### src/rtl/ap_ctrl_perf_monitor_if.sv
// Per-channel ap_ctrl handshake bundle observed by the performance monitor.
// The monitor only listens to start/done/continue and reports channel occupancy.
interface ap_ctrl_perf_monitor_if #(
    parameter int unsigned NUM_CH = 4
);
    logic [NUM_CH-1:0] ch_ap_start;
    logic [NUM_CH-1:0] ch_ap_done;
    logic [NUM_CH-1:0] ch_ap_continue;
    logic [NUM_CH-1:0] ch_busy;

    modport master (
        output ch_ap_start,
        output ch_ap_done,
        output ch_ap_continue,
        input  ch_busy
    );

    modport slave (
        input  ch_ap_start,
        input  ch_ap_done,
        input  ch_ap_continue,
        output ch_busy
    );
endinterface

### src/rtl/ap_ctrl_perf_monitor.sv
// Per-channel ap_ctrl transaction monitor: counts transactions, latency (last/min/max)
// and done-to-continue stall cycles, with freeze, clear and registered readback.
module ap_ctrl_perf_monitor #(
    parameter int unsigned NUM_CH = 4,
    parameter int unsigned CNT_W  = 32,
    localparam int unsigned SEL_W = (NUM_CH > 1) ? $clog2(NUM_CH) : 1
) (
    input  logic                   clock,
    input  logic                   reset,
    ap_ctrl_perf_monitor_if.slave  ctrl,
    input  logic                   finish,
    input  logic                   clear,
    input  logic [SEL_W-1:0]       rd_sel,
    output logic [CNT_W-1:0]       rd_txn_cnt,
    output logic [CNT_W-1:0]       rd_last_lat,
    output logic [CNT_W-1:0]       rd_min_lat,
    output logic [CNT_W-1:0]       rd_max_lat,
    output logic [CNT_W-1:0]       rd_stall_cyc,
    output logic                   frozen
);
    typedef enum logic [1:0] {StIdle, StBusy, StDoneWait} state_e;

    localparam logic [CNT_W-1:0] CntMax = '1;
    localparam logic [CNT_W-1:0] CntOne = CNT_W'(1);

    state_e           state_q [NUM_CH];
    state_e           state_d [NUM_CH];
    logic [CNT_W-1:0] lat_q   [NUM_CH];
    logic [CNT_W-1:0] lat_d   [NUM_CH];
    logic [CNT_W-1:0] txn_q   [NUM_CH];
    logic [CNT_W-1:0] txn_d   [NUM_CH];
    logic [CNT_W-1:0] last_q  [NUM_CH];
    logic [CNT_W-1:0] last_d  [NUM_CH];
    logic [CNT_W-1:0] min_q   [NUM_CH];
    logic [CNT_W-1:0] min_d   [NUM_CH];
    logic [CNT_W-1:0] max_q   [NUM_CH];
    logic [CNT_W-1:0] max_d   [NUM_CH];
    logic [CNT_W-1:0] stall_q [NUM_CH];
    logic [CNT_W-1:0] stall_d [NUM_CH];
    logic             frozen_q;

    function automatic logic [CNT_W-1:0] sat_inc(input logic [CNT_W-1:0] v);
        return (v == CntMax) ? v : v + CntOne;
    endfunction

    always_comb begin
        for (int i = 0; i < NUM_CH; i++) begin
            logic             complete;
            logic [CNT_W-1:0] done_lat;
            complete   = 1'b0;
            done_lat   = '0;
            state_d[i] = state_q[i];
            lat_d[i]   = lat_q[i];
            txn_d[i]   = txn_q[i];
            last_d[i]  = last_q[i];
            min_d[i]   = min_q[i];
            max_d[i]   = max_q[i];
            stall_d[i] = stall_q[i];

            unique case (state_q[i])
                StIdle: begin
                    if (ctrl.ch_ap_start[i]) begin
                        if (ctrl.ch_ap_done[i]) begin
                            complete = 1'b1;
                            done_lat = CntOne;
                        end else begin
                            state_d[i] = StBusy;
                            lat_d[i]   = CntOne;
                        end
                    end
                end
                StBusy: begin
                    if (ctrl.ch_ap_done[i]) begin
                        complete = 1'b1;
                        done_lat = sat_inc(lat_q[i]);
                    end else begin
                        lat_d[i] = sat_inc(lat_q[i]);
                    end
                end
                StDoneWait: begin
                    // Late ap_done here is ignored; only continue releases the channel.
                    if (ctrl.ch_ap_continue[i]) begin
                        state_d[i] = StIdle;
                        lat_d[i]   = '0;
                        if (!frozen_q) txn_d[i] = sat_inc(txn_q[i]);
                    end else if (!frozen_q) begin
                        stall_d[i] = sat_inc(stall_q[i]);
                    end
                end
                default: state_d[i] = StIdle;
            endcase

            if (complete) begin
                if (!frozen_q) begin
                    last_d[i] = done_lat;
                    if (done_lat < min_q[i]) min_d[i] = done_lat;
                    if (done_lat > max_q[i]) max_d[i] = done_lat;
                end
                if (ctrl.ch_ap_continue[i]) begin
                    if (!frozen_q) txn_d[i] = sat_inc(txn_q[i]);
                    // The done cycle doubles as the accept cycle of a chained start.
                    state_d[i] = ctrl.ch_ap_start[i] ? StBusy : StIdle;
                    lat_d[i]   = ctrl.ch_ap_start[i] ? CntOne : '0;
                end else begin
                    state_d[i] = StDoneWait;
                    lat_d[i]   = done_lat;
                end
            end

            // Clear overrides any same-cycle statistic update; FSM and lat are untouched.
            if (clear && !frozen_q) begin
                txn_d[i]   = '0;
                last_d[i]  = '0;
                min_d[i]   = CntMax;
                max_d[i]   = '0;
                stall_d[i] = '0;
            end
        end
    end

    always_ff @(posedge clock or posedge reset) begin
        if (reset) begin
            for (int i = 0; i < NUM_CH; i++) begin
                state_q[i] <= StIdle;
                lat_q[i]   <= '0;
                txn_q[i]   <= '0;
                last_q[i]  <= '0;
                min_q[i]   <= CntMax;
                max_q[i]   <= '0;
                stall_q[i] <= '0;
            end
            frozen_q <= 1'b0;
        end else begin
            for (int i = 0; i < NUM_CH; i++) begin
                state_q[i] <= state_d[i];
                lat_q[i]   <= lat_d[i];
                txn_q[i]   <= txn_d[i];
                last_q[i]  <= last_d[i];
                min_q[i]   <= min_d[i];
                max_q[i]   <= max_d[i];
                stall_q[i] <= stall_d[i];
            end
            if (finish) frozen_q <= 1'b1;
        end
    end

    always_ff @(posedge clock or posedge reset) begin
        if (reset) begin
            rd_txn_cnt   <= '0;
            rd_last_lat  <= '0;
            rd_min_lat   <= CntMax;
            rd_max_lat   <= '0;
            rd_stall_cyc <= '0;
        end else if (32'(rd_sel) < NUM_CH) begin
            rd_txn_cnt   <= txn_q[rd_sel];
            rd_last_lat  <= last_q[rd_sel];
            rd_min_lat   <= min_q[rd_sel];
            rd_max_lat   <= max_q[rd_sel];
            rd_stall_cyc <= stall_q[rd_sel];
        end else begin
            rd_txn_cnt   <= '0;
            rd_last_lat  <= '0;
            rd_min_lat   <= '0;
            rd_max_lat   <= '0;
            rd_stall_cyc <= '0;
        end
    end

    always_comb begin
        ctrl.ch_busy = '0;
        for (int i = 0; i < NUM_CH; i++) begin
            ctrl.ch_busy[i] = (state_q[i] != StIdle);
        end
    end

    assign frozen = frozen_q;
endmodule

### src/flat_wrapper.sv
// flat-port wrapper written by rule: the top's interface ports become plain ports
module ap_ctrl_perf_monitor_flat 
#(
    parameter int unsigned NUM_CH = 4,
    parameter int unsigned CNT_W  = 32,
    localparam int unsigned SEL_W = (NUM_CH > 1) ? $clog2(NUM_CH) : 1
)
  (clock, reset, finish, clear, rd_sel, rd_txn_cnt, rd_last_lat, rd_min_lat, rd_max_lat, rd_stall_cyc, frozen, ctrl_ch_ap_start, ctrl_ch_ap_done, ctrl_ch_ap_continue, ctrl_ch_busy);
  ap_ctrl_perf_monitor_if #(.NUM_CH(NUM_CH)) ctrl_i ();
  input  logic clock;
  input  logic reset;
  input  logic finish;
  input  logic clear;
  input  logic [SEL_W-1:0] rd_sel;
  output logic [CNT_W-1:0] rd_txn_cnt;
  output logic [CNT_W-1:0] rd_last_lat;
  output logic [CNT_W-1:0] rd_min_lat;
  output logic [CNT_W-1:0] rd_max_lat;
  output logic [CNT_W-1:0] rd_stall_cyc;
  output logic frozen;
  input wire logic [$bits(ctrl_i.ch_ap_start)-1:0] ctrl_ch_ap_start;
  input wire logic [$bits(ctrl_i.ch_ap_done)-1:0] ctrl_ch_ap_done;
  input wire logic [$bits(ctrl_i.ch_ap_continue)-1:0] ctrl_ch_ap_continue;
  output wire logic [$bits(ctrl_i.ch_busy)-1:0] ctrl_ch_busy;
  assign ctrl_i.ch_ap_start = ctrl_ch_ap_start;
  assign ctrl_i.ch_ap_done = ctrl_ch_ap_done;
  assign ctrl_i.ch_ap_continue = ctrl_ch_ap_continue;
  assign ctrl_ch_busy = ctrl_i.ch_busy;
  ap_ctrl_perf_monitor #(.NUM_CH(NUM_CH), .CNT_W(CNT_W)) u_core (.clock(clock), .reset(reset), .ctrl(ctrl_i), .finish(finish), .clear(clear), .rd_sel(rd_sel), .rd_txn_cnt(rd_txn_cnt), .rd_last_lat(rd_last_lat), .rd_min_lat(rd_min_lat), .rd_max_lat(rd_max_lat), .rd_stall_cyc(rd_stall_cyc), .frozen(frozen));
endmodule
### config.mk
export PLATFORM = sky130hd
export DESIGN_NAME = ap_ctrl_perf_monitor_flat
export DESIGN_NICKNAME = d
export VERILOG_FILES = /design/src/rtl/ap_ctrl_perf_monitor_if.sv /design/src/rtl/ap_ctrl_perf_monitor.sv /design/src/flat_wrapper.sv
export SDC_FILE = /design/constraint.sdc
export NUM_CORES = 2
export LEC_CHECK = 0
export BUFFER_PORTS_ARGS = -buffer_cell sky130_fd_sc_hd__buf_2
export CORE_AREA = 2 2 291 293
export CTS_BUF_LIST = sky130_fd_sc_hd__clkbuf_2 sky130_fd_sc_hd__clkbuf_4 sky130_fd_sc_hd__clkbuf_8
export CTS_CLUSTER_DIAMETER = 60
export DETAILED_ROUTE_END_ITERATION = 6
export DIE_AREA = 0 0 293 295
export PLACE_DENSITY_LB_ADDON = 0.12
export SLEW_MARGIN = 10
export SYNTH_ARGS = -nofsm -noshare
export SYNTH_HDL_FRONTEND = slang
export SYNTH_SLANG_ARGS = --single-unit
export TNS_END_PERCENT = 10
### constraint.sdc
create_clock -name clock -period 42.3 [get_ports clock]
set_clock_uncertainty 0.1 [all_clocks]
set_input_delay 2.115 -clock clock [delete_from_list [all_inputs] [get_ports clock]]
set_output_delay 2.115 -clock clock [all_outputs]
set_load 0.05 [all_outputs]
# Word level (Yosys, flattened, before mapping)
# Index checks and enable logic that the tools add are counted.
[totals]
latch_bits = 0
n_memories = 0
input_bits = 18
regBits = 937
romBits = 0
ram_bits = 0
out_inout_bits = 165
[op_classes]
n_shift = 0
n_reduce_logical = 54
eq_ne = 49
multipliers = 0
mux = 203
n_bitwise = 1
n_lt_le_gt_ge = 9
div = 0
add_sub_neg = 12
[ops]
columns = ["op", "n"]
rows = [
  ["$mux 32", 142],
  ["$add 32x1->32 const B", 12],
  ["$eq 32x32->1 const B", 12],
  ["$pmux 32 s3", 4],
  ["$bmux 32 s2", 5],
  ["$pmux 32 s2", 4],
  ["$gt 32x32->1", 4],
  ["$lt 32x32->1", 4],
  ["$ne 3x2->1 const B", 16],
  ["$mux 2", 20],
  ["$reduce_bool 2->1", 20],
  ["$reduce_and 4->1", 8],
  ["$pmux 2 s3", 4],
  ["$reduce_and 3->1", 8],
  ["$mux 1", 20],
  ["$ne 2x1->1 const B", 10],
  ["$reduce_and 5->1", 4],
  ["$reduce_bool 4->1", 4],
  ["$eq 2x1->1 const B", 4],
  ["$eq 2x2->1 const B", 4],
  ["$logic_not 2->1", 4],
  ["$pmux 1 s2", 4],
  ["$reduce_and 2->1", 4],
  ["$ne 2x2->1 const B", 3],
  ["other kinds (4)", 4],
]

# Logic depth before layout (Yosys ltp)
[logic_depth]
word_depth = 9
depth_mapped = 19
ltp_nobuf = 15

# Least setup slack after synthesis
# No wires, ideal clock.
[synth_timing]
kind = "input to register"
from = "input ctrl_ch_ap_done[1]"
to = "register u_core.max_q[64] (netlist name)"
stages = 16
arrival_ns = 5.716
path_buffers = 5
setup_slack_ns = 36.363
setup_time_ns = 0.121
cell_sequence = "clkbuf_1 and2_1 clkbuf_1 clkbuf_1 nand2_1 o21ai_0 ha_1 a21oi_1 o21ai_0 a2111o_1 a311o_1 or4_1 and3_1 clkbuf_1 buf_2 a22o_1"
[synth_via]
elab_chain_len = 7
elab_cells_between_ends = 15
cone_classes = "1 x order compare; 11 x mux; 3 x reduce/logical"
[synth_lines]
columns = ["element", "line", "source"]
rows = [
  ["start: declaration", "flat_wrapper.sv:22", "input wire logic [$bits(ctrl_i.ch_ap_done)-1:0] ctrl_ch_ap_done;"],
  ["parallel branches: the longest is 7 deep, another holds $gt 32x32->1", "--", ""],
  ["end signal: indexed assignment", "ap_ctrl_perf_monitor.sv:140", "max_q[i] <= max_d[i];"],
  ["end: declaration", "ap_ctrl_perf_monitor.sv:36", "logic [CNT_W-1:0] max_q [NUM_CH];"],
]
# Parallel ways; which one is timed is not known. The select of a mux whose other input is x is not followed.
# A chain may end at the register's enable or synchronous reset.

# Final worst setup path
[layout_timing]
from = "register u_core.lat_q[96] (netlist name)"
to = "register u_core.min_q[102] (netlist name)"
[layout_via]
elab_chain_len = 8
elab_cells_between_ends = 12
cone_classes = "1 x add/sub; 1 x order compare; 1 x eq/ne; 7 x mux; 2 x reduce/logical"
[layout_lines]
columns = ["element", "line", "source"]
rows = [
  ["start: declaration", "ap_ctrl_perf_monitor.sv:28", "logic [CNT_W-1:0] lat_q [NUM_CH];"],
  ["start signal: indexed assignment", "ap_ctrl_perf_monitor.sv:136", "lat_q[i] <= lat_d[i];"],
  ["$add 32x1->32 or $eq 32x32->1 (tied branches)", "ap_ctrl_perf_monitor.sv:43", "return (v == CntMax) ? v : v + CntOne;"],
  ["$mux 32 *", "ap_ctrl_perf_monitor.sv:43", ""],
  ["$mux 32 *", "ap_ctrl_perf_monitor.sv:73", "if (ctrl.ch_ap_done[i]) begin"],
  ["$pmux 32 s2 *", "ap_ctrl_perf_monitor.sv:60", "unique case (state_q[i])"],
  ["parallel branches: the longest is 4 deep, another holds $lt 32x32->1", "--", ""],
  ["end signal: indexed assignment", "ap_ctrl_perf_monitor.sv:128", "min_q[i] <= CntMax;"],
  ["end signal: indexed assignment", "ap_ctrl_perf_monitor.sv:139", "min_q[i] <= min_d[i];"],
  ["end: declaration", "ap_ctrl_perf_monitor.sv:34", "logic [CNT_W-1:0] min_q [NUM_CH];"],
]
# Mark *: on every way between the ends. The select of a mux whose other input is x is not followed.

==> run metrics <==
status finished, final reports clean; top cells by count, synth dfrtp_1, nor2_1, nand2_1; Crit Path Max Fanout 33; crit path max-delay cell type or4_1; Max clock buf depth 3; Final Hold Fails 0; DR WL/cell 25.6 um; Synth Flop Type dfrtp_1; GRT Resource Usage Total 40.0%; die height 295 um; Avg Inst Size Synth 10.0 um2; CP peak stage delay 0.74 ns; largest area contributor in the netlist dfrtp_1; drt total wl 172000 um; Routed Antenna Nets 0; hold endpoint u_core.last_q[32]; # resized after CTS 0; Final TNS setup 0 ns; worst r2r path cells 16; Slew headroom 12.4%; register area share after synthesis 44.1%; DRC 0; CTS H-tree lvls 4; final core occ 71.1%; Clock Latency Late Sink 0.93 ns; CP Class reg -> reg; CP bufs+invs 2; endpoint class of the critical path register; Tmin final 6.73 ns; Overflow after GRT 0; R2R Path Start u_core.lat_q[96]; CP cell instances ha_1 -> nand4_1 -> or4_1 -> nor3_4 -> nor3_1 -> mux2i_2 -> ha_1 -> a21o_1 -> a21o_1 -> a21oi_1 -> o221ai_1 -> a211oi_4 -> buf_4 -> and2_2 -> buf_4 -> o211ai_2; Reg2Reg Setup Slack 35.57 ns; Lkg Pwr 26.8 nW; Final setup viols 0; Die Area 86400 um2; f_max 149 MHz; leading cell type by number of instances after synthesis dfrtp_1; Ys Warns 0; CP startpoint kind register; 1st-iter DRT viols 5176; global-route wire length before repair 262000 um; Crit path arrival time 7.40 ns; Ports 183; EDFF count, synth 0; cell area after synthesis 53600 um2; vias in the first global route 43300; Post-CTS Setup Bufs 0; CTS clock-pin slew for the worst setup and hold paths 0.06 ns; Vias/cell 6.72; Critical Path Stages 16; Layout area overhead 10.3%; Slew Limit Fails 0; DIE WIDTH 293 um; cell family with most CP delay simple AND/OR/NAND/NOR gates; RSZ-0062 raised after global routing no; Reg-to-Reg End u_core.min_q[102]; hold_buf cts 0; Cells after Synth 5360; CTS Buf Count 158; largest net degree at the start of global routing 163; # rows 106; Vias 45100; starting density of the core 64.5%; Netlist cell types 95; worst hold slack 0.381 ns; Max rail drop VDD 0.0430 mV; maxcap violations 0; Worst Tran Pin Value 1.30 ns; CTS root buffer clkbuf_8; Final period util 15.9%; Port Buf Inserts 182; ys async rst share 100%; Hold WC Path Type reg -> reg; CORE AREA 83200 um2; routability cong. 1.00; layout cells sized above 1 17.8%; Synthesized Nets 5658; fin nets 5796; Initial DRT Pass Iterations 6; TritonCTS clock tree done; Worst EP required 42.98 ns; FILL cells 6242; Seq cells post-synth 937; hold path startpoint u_core.last_q[32]; initial antenna violation count 8; hold depth 2; pwr/cell area 38.4 nW/um2; clk sink count 937; post-DP HPWL 122000 um; Area contributors post-synth dfrtp_1, dfstp_2, mux4_2, ha_1, nor2_1; Yosys top cell area share 36.3%
sequential cells by signal (all words and copies together) (netlist names):
name	count
u_core.stall_q	128
u_core.rd_min_lat	32
u_core.max_q	128
u_core.rd_last_lat	32
u_core.txn_q	128
u_core.rd_max_lat	32
u_core.frozen	1
u_core.rd_txn_cnt	32
u_core.rd_stall_cyc	32
u_core.min_q	128
u_core.last_q	128
u_core.state_q	8
u_core.lat_q	128
cell type report:
class	instances	area, um2	area share [%]
well taps	1080	1350	2.28
clock inverters	45	423	0.715
multi-input cells	3795	27700	46.8
diodes	7	17.5	0.0296
inverters	320	1210	2.04
flip-flops and latches	937	23600	40.0
repair buffers	286	1720	2.91
clock buffers	244	3090	5.22
per-layer routing:
layer,track usage (%),wire [um]
met1,51.9,66400
met5,0,38
met2,62.3,79000
met4,23.2,10600
met3,8.94,15700
tightest hold or removal path: cells and delay by family (launching register included):
| family | cells | cell delay (ns) |
|---|---|---|
| DFF | 1 | 0.35 |
| and+or+nand+nor | 2 | 0.10 |
cells by family after synthesis:
family | synth area share, %
simple gates | 17.8
mux | 8.85
compound gates | 14.2
xor+xnor | 3.94
flops | 44.1
buf+inv | 4.58
fa+ha+maj | 6.53
cells in the final DEF (no fill, tap or decap), drive strengths merged, types with 67 or more instances in the layout:
cell type	instances
clkbuf	245
ha	280
xor2	111
nand4	164
xnor2	130
and3	67
nor3	98
nor4	116
o21ai	288
a31oi	81
a21oi	196
a22o	191
dfrtp	777
nand2	468
dfstp	160
nor2	476
inv	324
nand3	193
buf	285
mux4	160
mux2i	114
or3	82
where the power goes:
group	switching, mW	total (mW)	internal [mW]
logic	0.276	0.394	0.118
clock network	0.397	0.901	0.504
registers	0.0301	0.975	0.945
total	0.703	2.27	1.57
how the worst max path moves through the flow:
stage	from	end	slack, ns
2_1_floorplan	reset	u_core.frozen	14.00
3_5_place_dp	ctrl_ch_ap_done[3]	u_core.max_q[26]	35.12
5_1_grt	u_core.lat_q[97]	u_core.min_q[96]	35.52
3_3_place_gp	ctrl_ch_ap_done[3]	u_core.max_q[24]	35.15
4_1_cts	u_core.lat_q[96]	u_core.min_q[102]	35.96
6_report	u_core.lat_q[96]	u_core.min_q[102]	35.57
stage by stage:
stage	instance area (um2)	worst slack, ns	power, mW	instances
2_1_floorplan	53600	14.00	1.26	5360
3_3_place_gp	55600	35.15	1.37	6418
3_5_place_dp	55600	35.12	1.37	6418
4_1_cts	59100	35.96	2.27	6707
5_1_grt	59100	35.52	2.36	6710
6_report	59200	35.57	2.27	6714
Power figures use the tool's default switching activity.
